`src/rtl/bp_lce_busy_ctrl.sv`:
```
// LCE backpressure controller: per-port blocked-cycle timeouts with a post-timeout
// holdoff window, outstanding request credit tracking, and the cache-facing busy.
module bp_lce_busy_ctrl #(
  parameter int num_ports_p         = 3,
  parameter int timeout_max_limit_p = 4,
  parameter int holdoff_p           = 2,
  parameter int credits_p           = 32,
  localparam int CW = $clog2(credits_p + 1)
) (
  input  logic                   clk_i,
  input  logic                   reset_i,
  input  logic [num_ports_p-1:0] mem_pkt_v_i,
  input  logic [num_ports_p-1:0] mem_pkt_yumi_i,
  input  logic                   credit_alloc_i,
  input  logic                   credit_return_i,
  input  logic                   cmd_ready_i,
  input  logic                   req_ready_i,
  output logic                   busy_o,
  output logic [num_ports_p-1:0] timeout_o,
  output logic                   holdoff_o,
  output logic [CW-1:0]          credit_count_o,
  output logic                   credits_full_o,
  output logic                   credits_empty_o
);

  localparam int CNT_W = $clog2(timeout_max_limit_p + 1);
  localparam int HO_W  = (holdoff_p > 0) ? $clog2(holdoff_p + 1) : 1;

  if (num_ports_p < 1 || timeout_max_limit_p < 1 || holdoff_p < 0 || credits_p < 1) begin : g_bad_param
    $error("bp_lce_busy_ctrl: parameter below its lower bound");
  end

  typedef enum logic {RUN, HOLDOFF} state_e;

  function automatic logic [CNT_W-1:0] sat_inc(input logic [CNT_W-1:0] v);
    if (v == CNT_W'(timeout_max_limit_p)) return v;
    return v + 1'b1;
  endfunction

  logic [num_ports_p-1:0] blocked;
  logic [CNT_W-1:0]       cnt [num_ports_p];
  state_e                 state_q, state_d;
  logic [HO_W-1:0]        ho_q, ho_d;
  logic [CW-1:0]          count_q;

  assign blocked = mem_pkt_v_i & ~mem_pkt_yumi_i;

  // Per-port blocked counters; any unblocked cycle restarts the count.
  for (genvar i = 0; i < num_ports_p; i++) begin : g_port
    always_ff @(posedge clk_i or posedge reset_i) begin
      if (reset_i)         cnt[i] <= '0;
      else if (blocked[i]) cnt[i] <= sat_inc(cnt[i]);
      else                 cnt[i] <= '0;
    end
    assign timeout_o[i] = (cnt[i] == CNT_W'(timeout_max_limit_p));
  end

  always_ff @(posedge clk_i or posedge reset_i) begin
    if (reset_i) begin
      state_q <= RUN;
      ho_q    <= '0;
    end else begin
      state_q <= state_d;
      ho_q    <= ho_d;
    end
  end

  // Holdoff only releases once its minimum window is spent and no port is stuck.
  always_comb begin
    state_d = state_q;
    ho_d    = ho_q;
    case (state_q)
      RUN: begin
        if (|timeout_o) begin
          state_d = HOLDOFF;
          ho_d    = HO_W'(holdoff_p);
        end
      end
      HOLDOFF: begin
        if (ho_q != '0)      ho_d    = ho_q - 1'b1;
        else if (~|blocked)  state_d = RUN;
      end
      default: state_d = RUN;
    endcase
  end

  always_ff @(posedge clk_i or posedge reset_i) begin
    if (reset_i) begin
      count_q <= '0;
    end else begin
      case ({credit_alloc_i, credit_return_i})
        2'b10:   if (!credits_full_o)  count_q <= count_q + 1'b1;
        2'b01:   if (!credits_empty_o) count_q <= count_q - 1'b1;
        default: count_q <= count_q;
      endcase
    end
  end

`ifndef SYNTHESIS
  always_ff @(posedge clk_i) begin
    if (!reset_i && credit_alloc_i && !credit_return_i && credits_full_o)
      $error("bp_lce_busy_ctrl: credit alloc while full");
    if (!reset_i && credit_return_i && !credit_alloc_i && credits_empty_o)
      $error("bp_lce_busy_ctrl: credit return while empty");
  end
`endif

  assign credit_count_o  = count_q;
  assign credits_full_o  = (count_q == CW'(credits_p));
  assign credits_empty_o = (count_q == '0);
  assign holdoff_o       = (state_q == HOLDOFF);
  assign busy_o          = reset_i | credits_full_o | (|timeout_o) | holdoff_o
                           | ~cmd_ready_i | ~req_ready_i;

endmodule

```
`config.mk`:
```
export PLATFORM = sky130hd
export DESIGN_NAME = bp_lce_busy_ctrl
export DESIGN_NICKNAME = d
export VERILOG_FILES = /design/src/rtl/bp_lce_busy_ctrl.sv
export SDC_FILE = /design/constraint.sdc
export NUM_CORES = 1
export LEC_CHECK = 0
export ABC_AREA = 1
export BUFFER_PORTS_ARGS = -buffer_cell sky130_fd_sc_hd__clkbuf_2
export CORE_MARGIN = 8
export CORE_UTILIZATION = 40
export DETAILED_ROUTE_END_ITERATION = 8
export PLACE_DENSITY = 0.72
export SLEW_MARGIN = 20
export SYNTH_ARGS = -nofsm -noshare
export SYNTH_HDL_FRONTEND = slang
export SYNTH_SLANG_ARGS = --single-unit
```
`constraint.sdc`:
```
create_clock -name clk_i -period 1.6 [get_ports clk_i]
set_clock_uncertainty 0.2 [all_clocks]
set_input_delay 0 -clock clk_i [delete_from_list [all_inputs] [get_ports clk_i]]
set_output_delay 0 -clock clk_i [all_outputs]
set_load 0.02 [all_outputs]
```
[Word-level counts from Yosys, hierarchy flattened]
Cells that the tools add are included.
Cells by class
  reduce and logical (&&, ||, !) cells: 7
  add/sub/neg operators: 6
  bitwise logic cells: 10
  eq/ne operators: 13
  muxes and demuxes: 22
Operator list (number)
  two-way mux 3 bit: 6
  two-way mux 6 bit: 2
  case mux 6 bit (2 select lines): 1
  adder 3 x 1 -> 3 bit, second input constant: 3
  == test 3 bit, second input constant: 3
  two-way mux 1 bit: 9
  inequality test 3 bit, second input constant: 3
  adder 6 x 1 -> 6 bit, second input constant: 1
  == test 6 bit, second input constant: 1
  zero test 6 bit: 1
  inequality test 2 bit, second input constant: 3
  OR reduction 3 bit: 2
  subtractor 6 x 1 -> 6 bit, second input constant: 1
  bitwise OR 1 bit: 5
  two-way mux 2 bit: 2
  case mux 2 bit (2 select lines): 1
  nonzero test 2 bit: 2
  AND 3 bit: 1
  NOT 1 bit: 3
  NOT 3 bit: 1
  AND reduction 3 bit: 1
  == test 2 x 1 -> 1 bit, second input constant: 1
  == test 2 bit, second input constant: 1
  inequality test 2 x 1 -> 1 bit, second input constant: 1
  3 further kinds: 3
Word-level totals
  flip-flop bits (word level): 18
  bits of input ports: 12
  logic and storage cells: 64
  output and inout bits: 13

[Depth between registers and ports, before layout]
Gate-level depths: netlist (run 1).
  depth in word-level cells: 6
  mapped depth: 13
  depth with buffers taken out: 13

[Worst setup path after synthesis (run 1)]
OpenSTA, ideal clock, no wires.
  path kind: register to register
  start: register count_q[1] (netlist: credit_count_o[1])
  end: register count_q[4] (netlist: credit_count_o[4])
  data required time: 1.282 ns
  period minus slack after synthesis: 1.686 ns
  buffers on the path: 0
  stages on the path, launching flop included: 11
  data arrival time: 1.368 ns
  slack: -0.086 ns
  setup time: 0.118 ns
  path through: dfrtp_1 nand3_1 nand2_1 inv_1 ha_1 inv_1 nand2_1 nand4_1 nand3_1 nand3_1 nand2_1
On the way
  cells in the longest elaborated chain, start to end: 3
  elaborated cells between the ends (all ways): 10
  those cells by class: 2 x add/sub; 3 x eq/ne; 3 x mux; 2 x reduce/logical
Ends and longest elaborated chain
  from (decl): line 44  | logic [CW-1:0] count_q;
  from (signal assigned): line 92  | 2'b10: if (!credits_full_o) count_q <= count_q + 1'b1;
  from (signal assigned): line 93  | 2'b01: if (!credits_empty_o) count_q <= count_q - 1'b1;
  from (signal assigned): line 94  | default: count_q <= count_q;
  subtractor 6 x 1 -> 6 bit, or another cell as far along: line 93
  two-way mux 6 bit, or another cell as far along: line 93
  case mux 6 bit (2 select lines) / AND reduction 3 bit (equally long branches)
Parallel ways exist; a longest one is shown, timed or not. The select of a mux whose other input is x is not followed.
A chain may end at the register's enable or synchronous reset.

[Worst setup path in the final report (run 1)]
  start: register cnt[7] (netlist bit)
  end: output port busy_o
On the way
  cells in the longest elaborated chain, start to end: 6
Ends and longest elaborated chain
  from (decl): line 41  | logic [CNT_W-1:0] cnt [num_ports_p];
  from (signal, indexed assignment): line 52  | else if (blocked[i]) cnt[i] <= sat_inc(cnt[i]);
  == test 3 bit: line 55  | assign timeout_o[i] = (cnt[i] == CNT_W'(timeout_max_limit_p));
  OR reduction 3 bit: line 112  | assign busy_o = reset_i | credits_full_o | (|timeout_o) | holdoff_o
  bitwise OR 1 bit (2 in series): line 112
  bitwise OR 1 bit (2 in series): line 113  | | ~cmd_ready_i | ~req_ready_i;
  to (decl): line 18  | output logic busy_o,
No other way between the ends.

==> impl_metrics.env, run 1 <==
export IMPL_drt_iter0_markers=76
export IMPL_slowest_delay_ns=0.38
export IMPL_grt_overflow_total=0
export IMPL_mostFrequentLayoutCells="inv_1, nand2_1, clkbuf_2, buf_4, dfrtp_1"
export IMPL_drt_pass1_iterations=4
export IMPL_area_delta_synth_final_pct=47.9
export IMPL_cts_tree="built"
export IMPL_violations="setup timing"
export IMPL_finalSetupViolCount=4
export IMPL_crit_path_start="cnt[7]$_DFFE_PP0P_"
export IMPL_netlist_area_mm2=0.00115
export IMPL_power_density_mw_per_mm2=1230
export IMPL_wl_um=3320
export IMPL_synthCells=155
export IMPL_final_cells=241
export IMPL_regArea_um2=453
export IMPL_avgSynthCellArea_um2=7.41
export IMPL_p_total_mw=2.09
export IMPL_antenna_found_initial=0
export IMPL_grt_pass1_wl_um=5510
export IMPL_grt_max_degree=14
export IMPL_multi_input_comb_area_um2=659
export IMPL_die_y_um=69.6
export IMPL_die_w_um=69.6
export IMPL_pre_cts_ws_ns=-0.0394
export IMPL_dp_cells=216
export IMPL_status="finished, violations left"
export IMPL_rsz0062_at_grt="yes"
export IMPL_hp_start="credit_return_i"
export IMPL_timing_critical_path_buf_inv=2
export IMPL_maxCapViolations=0
export IMPL_fmaxAchievable_mhz=591
export IMPL_r2r_start="credit_count_o[1]$_DFFE_PP0P_"
export IMPL_clkSlewWorstSetupHoldPaths_ns=0.11
export IMPL_crit_top_cell="nand2_2"
export IMPL_maxSlewViolCount=0
export IMPL_wl_per_cell_um=13.8
export IMPL_crit_path_end_kind="output port"
export IMPL_worst_pin_slew_ns=0.509
export IMPL_grtUsageTotal_pct=13.3
export IMPL_synthDistinctLibCells=22
export IMPL_coreArea_mm2=0.00273
export IMPL_yosys_warnings=0
export IMPL_vias=1225
export IMPL_syn_num_nets=175
export IMPL_setup_ws_ns=-0.0923
export IMPL_slowest_stage="dfrtp_1"
export IMPL_start_kind="flop"
export IMPL_place_hpwl_um=2210
export IMPL_start_util_pct=42.0
export IMPL_gp_congestion=0.888
export IMPL_ant_nets=0
export IMPL_critPathRequiredTime_ns=1.40
export IMPL_placementRows=19
export IMPL_utilization_pct=62.2
export IMPL_synth_seq_cells=18
export IMPL_crit_chain="inv_2 -> ha_2 -> nand2_2 -> nand3_2 -> nor3_2 -> nand2_2 -> buf_8"
export IMPL_hp_class="input port to flop"
export IMPL_final_nets=231
export IMPL_post_route_period_util_pct=106
export IMPL_cp_max_fo=2
export IMPL_critical_path_class="flop to output port"
export IMPL_via_per_inst=5.08
export IMPL_h_tree_depth=1
export IMPL_clkLatencyLatePin_ns=0.30
export IMPL_portBuffers=24
export IMPL_clock_sinks=18
export IMPL_setup_tns_final_ns=-0.140
export IMPL_leakagePower_nw=0.944
export IMPL_drive_gt1_share_pct=41.0
export IMPL_num_io_pins=25
export IMPL_diodes=0
export IMPL_nFillCells=245
export IMPL_clock_root_buffer="clkbuf_4"
export IMPL_maxSlewHeadroom_pct=66.0
export IMPL_grt_pass1_vias=1292
export IMPL_layout_commonest_cell="inv_1"
export IMPL_cts_made_buffers=3
export IMPL_hold_viol=0
export IMPL_ir_worst_vdd_v=0.000853
export IMPL_yosysSeqAreaShare_pct=39.2
export IMPL_fin_crit_ns=1.69
export IMPL_crit_family="simple AND/OR/NAND/NOR gates"
export IMPL_cts_path_max_buffers=2
export IMPL_cp_arrival_ns=1.49
export IMPL_drc_errors=0
export IMPL_dieArea_mm2=0.00484
[registers in the layout, summed over array words and instances, names as in the netlist]
name,cells
holdoff_o,1
credit_count_o,6
cnt,9
ho_q,2
[worst register-to-register path: stages, from the launching register on]
cell	delay, ns
dfrtp_2	0.47
inv_2	0.08
nand2_2	0.07
nand2_2	0.05
inv_1	0.04
ha_1	0.16
inv_1	0.06
nand2_2	0.07
nand4_1	0.10
nand3_1	0.09
nand3_1	0.09
nand2_1	0.05
[worst paths after layout]
| kind | to | slack [ns] | depth (start not counted) |
|---|---|---|---|
| max | busy_o | -0.09 | 7 |
| min | credit_count_o[5]$_DFFE_PP0P_ | 0.11 | 6 |
| max reg2reg | credit_count_o[4]$_DFFE_PP0P_ | -0.02 | 11 |
| min reg2reg | cnt[8]$_DFFE_PP0P_ | 0.31 | 1 |
| max in group asynchronous | cnt[4]$_DFFE_PP0P_ | 0.59 | 4 |
| min in group asynchronous | holdoff_o$_DFF_PP0_ | 0.12 | 3 |
[per-layer routing]
metal | part of all wire (%) | global-route usage, % | wire length, um | vias up
li1 | - | - | - | 610
met1 | 41 | 13.4 | 1350 | 569
met2 | 51 | 24.8 | 1710 | 39
met3 | 6.5 | 4.01 | 214 | 7
met4 | 1.4 | 5.24 | 48 | 0
met5 | 0 | 0 | 0 | -
[where the power goes]
part	internal, mW	switching, mW
Clock	0.139	0.145
Combinational	0.474	0.641
Sequential	0.569	0.122
[cell usage after synthesis]
library cell	number	area, um^2
nand3_2	1	10.0
o211ai_1	1	7.51
inv_2	2	7.51
nand3_1	13	65.1
dfrtp_1	18	450
xnor2_1	1	8.76
nand4_1	1	6.26
xor2_1	2	17.5
nand2_1	30	113
nand2_2	5	31.3
inv_1	31	116
nor3_1	1	5.00
nor3_2	1	10.0
ha_1	8	100
o21ai_0	15	75.1
o21ai_1	1	5.00
nor2_1	9	33.8
or2_2	1	6.26
nor2_2	2	12.5
a21oi_1	8	40.0
nor4b_1	1	8.76
a31oi_1	3	18.8
[metrics by stage]
stage	hold slack (ns)	instance area, um^2
after floorplan	-0.261	1150
final	0.109	1700
after detailed placement	-0.153	1350
after global placement	-0.159	1350
after CTS	0.0610	1600
after global routing	0.153	1700
[final cells by class]
type	count	share of cell area, %
Timing Repair Buffer	51	22.7
Inverter	33	7.44
Multi-Input combinational cell	104	38.8
Clock buffer	4	2.14
Sequential cell	18	26.7
Tap cell	31	2.28
[timing repair]
action,CTS,global route
hold buffers,7,0
resized for setup,18,27
endpoints found under the setup margin,5,12
buffers inserted,10,4
pin swaps,7,7
endpoints found under the hold margin,27,0
[cells by family (layout without fill, tap and decap cells)]
group | after synthesis | in the layout | share of synthesized area, %
DFF | 18 | 18 | 39.2
adders and majority gates | 8 | 8 | 8.71
AOI/OAI and AO/OA | 28 | 28 | 12.7
xor gates and xnor gates | 3 | 3 | 2.29
and+or+nand+nor | 65 | 65 | 26.3
buffers and inverters | 33 | 88 | 10.8
No activity file was read; power rests on OpenSTA's default activity.
==> run 2: changes to the inputs <==
- CORE_UTILIZATION: 40 -> 48
- PLACE_DENSITY: 0.72 -> 0.83
==> impl_metrics.env, run 2 (same netlist as run 1, synthesis figures left out) <==
export IMPL_combinationalPowerShare_pct=54.4
export IMPL_hold_depth=6
export IMPL_crit_path_end_kind="output port"
export IMPL_cp_arrival_ns=1.52
export IMPL_fin_area_mm2=0.00180
export IMPL_die_y_um=64.9
export IMPL_grtUsageTotal_pct=16.5
export IMPL_drt_pass1_iterations=4
export IMPL_grt_max_degree=12
export IMPL_wl_um=3880
export IMPL_power_density_mw_per_mm2=1190
export IMPL_crit_cells=7
export IMPL_clkLatencyLatePin_ns=0.30
export IMPL_final_nets=238
export IMPL_crit_family="simple AND/OR/NAND/NOR gates"
export IMPL_seqPwrFrac_pct=32.0
export IMPL_swShare_pct=44.5
export IMPL_diodes=0
export IMPL_clock_sinks=18
export IMPL_setup_tns_final_ns=-0.625
export IMPL_cp_max_fo=2
export IMPL_maxSlewHeadroom_pct=72.5
export IMPL_violations="setup timing"
export IMPL_hold_viol=0
export IMPL_mostFrequentLayoutCells="buf_4, nand2_1, inv_1"
export IMPL_finalHoldWorstSlack_ns=0.0655
export IMPL_antenna_found_initial=0
export IMPL_place_hpwl_um=2210
export IMPL_leakagePower_nw=0.999
export IMPL_timing_critical_path_buf_inv=3
export IMPL_h_tree_depth=1
export IMPL_dieArea_mm2=0.00421
export IMPL_portBuffers=24
export IMPL_post_route_period_util_pct=107
export IMPL_worst_pin_slew_ns=0.410
export IMPL_nFillCells=148
export IMPL_status="finished, violations left"
export IMPL_cts_made_buffers=3
export IMPL_reg2reg_depth=11
export IMPL_start_util_pct=51.4
export IMPL_gp_congestion=0.830
export IMPL_place_area_mm2=0.00136
export IMPL_drt_iter0_markers=99
export IMPL_grt_overflow_total=0
export IMPL_top_register="cnt"
export IMPL_clkSlewWorstSetupHoldPaths_ns=0.11
export IMPL_regArea_um2=452
export IMPL_grt_pass1_vias=1262
export IMPL_area_delta_synth_final_pct=56.3
export IMPL_num_io_pins=25
export IMPL_critPathRequiredTime_ns=1.40
export IMPL_vias=1329
export IMPL_placementRows=17
export IMPL_rsz0062_at_grt="yes"
export IMPL_wl_per_cell_um=15.8
export IMPL_cts_tree="built"
export IMPL_internal_power_mw=1.18
export IMPL_coreArea_mm2=0.00223
export IMPL_critical_path_class="flop to output port"
export IMPL_maxCapViolations=0
export IMPL_drc_errors=0
export IMPL_layout_commonest_cell="buf_4"
export IMPL_largest_reg_flops=9
export IMPL_maxSlewViolCount=0
export IMPL_fmaxAchievable_mhz=582
export IMPL_slowest_delay_ns=0.42
export IMPL_start_kind="flop"
export IMPL_ant_nets=0
export IMPL_switching_power_uw=949
export IMPL_crit_chain="nor2_2 -> inv_2 -> nor3_2 -> nand3_1 -> buf_6 -> nand2_4 -> buf_8"
export IMPL_finalSetupViolCount=8
export IMPL_grt_pass1_wl_um=5610
export IMPL_slowest_stage="dfrtp_1"
export IMPL_via_per_inst=5.42
export IMPL_ir_worst_vdd_v=0.000778
export IMPL_fin_crit_ns=1.72
export IMPL_clock_root_buffer="clkbuf_4"
export IMPL_setup_ws_ns=-0.118
export IMPL_cts_path_max_buffers=2
export IMPL_multi_input_comb_area_um2=711
export IMPL_drive_gt1_share_pct=42.9
export IMPL_die_w_um=64.9
export IMPL_hp_class="input port to flop"
export IMPL_clkPwrFrac_pct=13.5
run 2: through the flow:
stage / util, % / worst slack (ns) / total power, mW / cells
floorplan: - / 0.00466 / 1.30 / 155
global placement: 60.8 / 0.0610 / 1.57 / 214
detailed placement: 60.8 / -0.00399 / 1.62 / 214
CTS: 73.4 / -0.0918 / 1.99 / 238
global route: 80.4 / -0.228 / 2.29 / 245
finish: 80.4 / -0.118 / 2.13 / 245
run 2: repair_timing:
action / 4_1_cts / 5_1_grt
pin swaps: 9 / 11
hold buffers: 8 / 0
gates cloned: 0 / 1
hold endpoints to repair: 27 / 0
setup endpoints to repair: 3 / 15
setup buffers: 12 / 6
resized for setup: 24 / 29
run 2: final timing paths:
path	from	end	slack [ns]
setup / recovery	credit_count_o[2]$_DFFE_PP0P_	busy_o	-0.12
hold / removal	credit_return_i	credit_count_o[1]$_DFFE_PP0P_	0.07
setup reg to reg	credit_count_o[1]$_DFFE_PP0P_	credit_count_o[4]$_DFFE_PP0P_	-0.09
hold reg to reg	cnt[2]$_DFFE_PP0P_	cnt[2]$_DFFE_PP0P_	0.33
max in group asynchronous	reset_i	ho_q[1]$_DFFE_PP0P_	0.14
min in group asynchronous	reset_i	cnt[3]$_DFFE_PP0P_	0.58
run 2: final cells by class:
cell class	instances	share of cell area [%]
multi-input combinational	105	39.6
timing repair buffer	57	24.4
sequential	18	25.2
tap	28	1.95
inverter	33	6.90
clock buffer	4	2.02
run 2: routing by layer:
layer  vias up  wire length [um]  track usage (%)  part of all wire, %
met3        14               243             3.95                  6.3
li1        621                 -                -                    -
met5         -                 0                0                    0
met4         0               115             5.99                  3.0
met1       638              1410             16.7                   36
met2        56              2110             31.8                   54
run 2: power groups by stage:
stage / Combinational, mW / Sequential, mW / Clock, mW
finish: 1.16 / 0.684 / 0.289
global route: 1.30 / 0.692 / 0.302
CTS: 1.02 / 0.676 / 0.290
detailed placement: 0.926 / 0.690 / 0
global placement: 0.888 / 0.683 / 0
floorplan: 0.526 / 0.775 / 0
run 2: worst reg2reg max path: stages (launching register included):
cell     delay [ns]
dfrtp_2        0.46
inv_2          0.08
nand2_2        0.07
nand2_1        0.06
inv_1          0.05
ha_1           0.16
inv_1          0.05
nand2_1        0.08
nand4_1        0.11
nand3_1        0.11
nand3_2        0.10
nand2_1        0.05
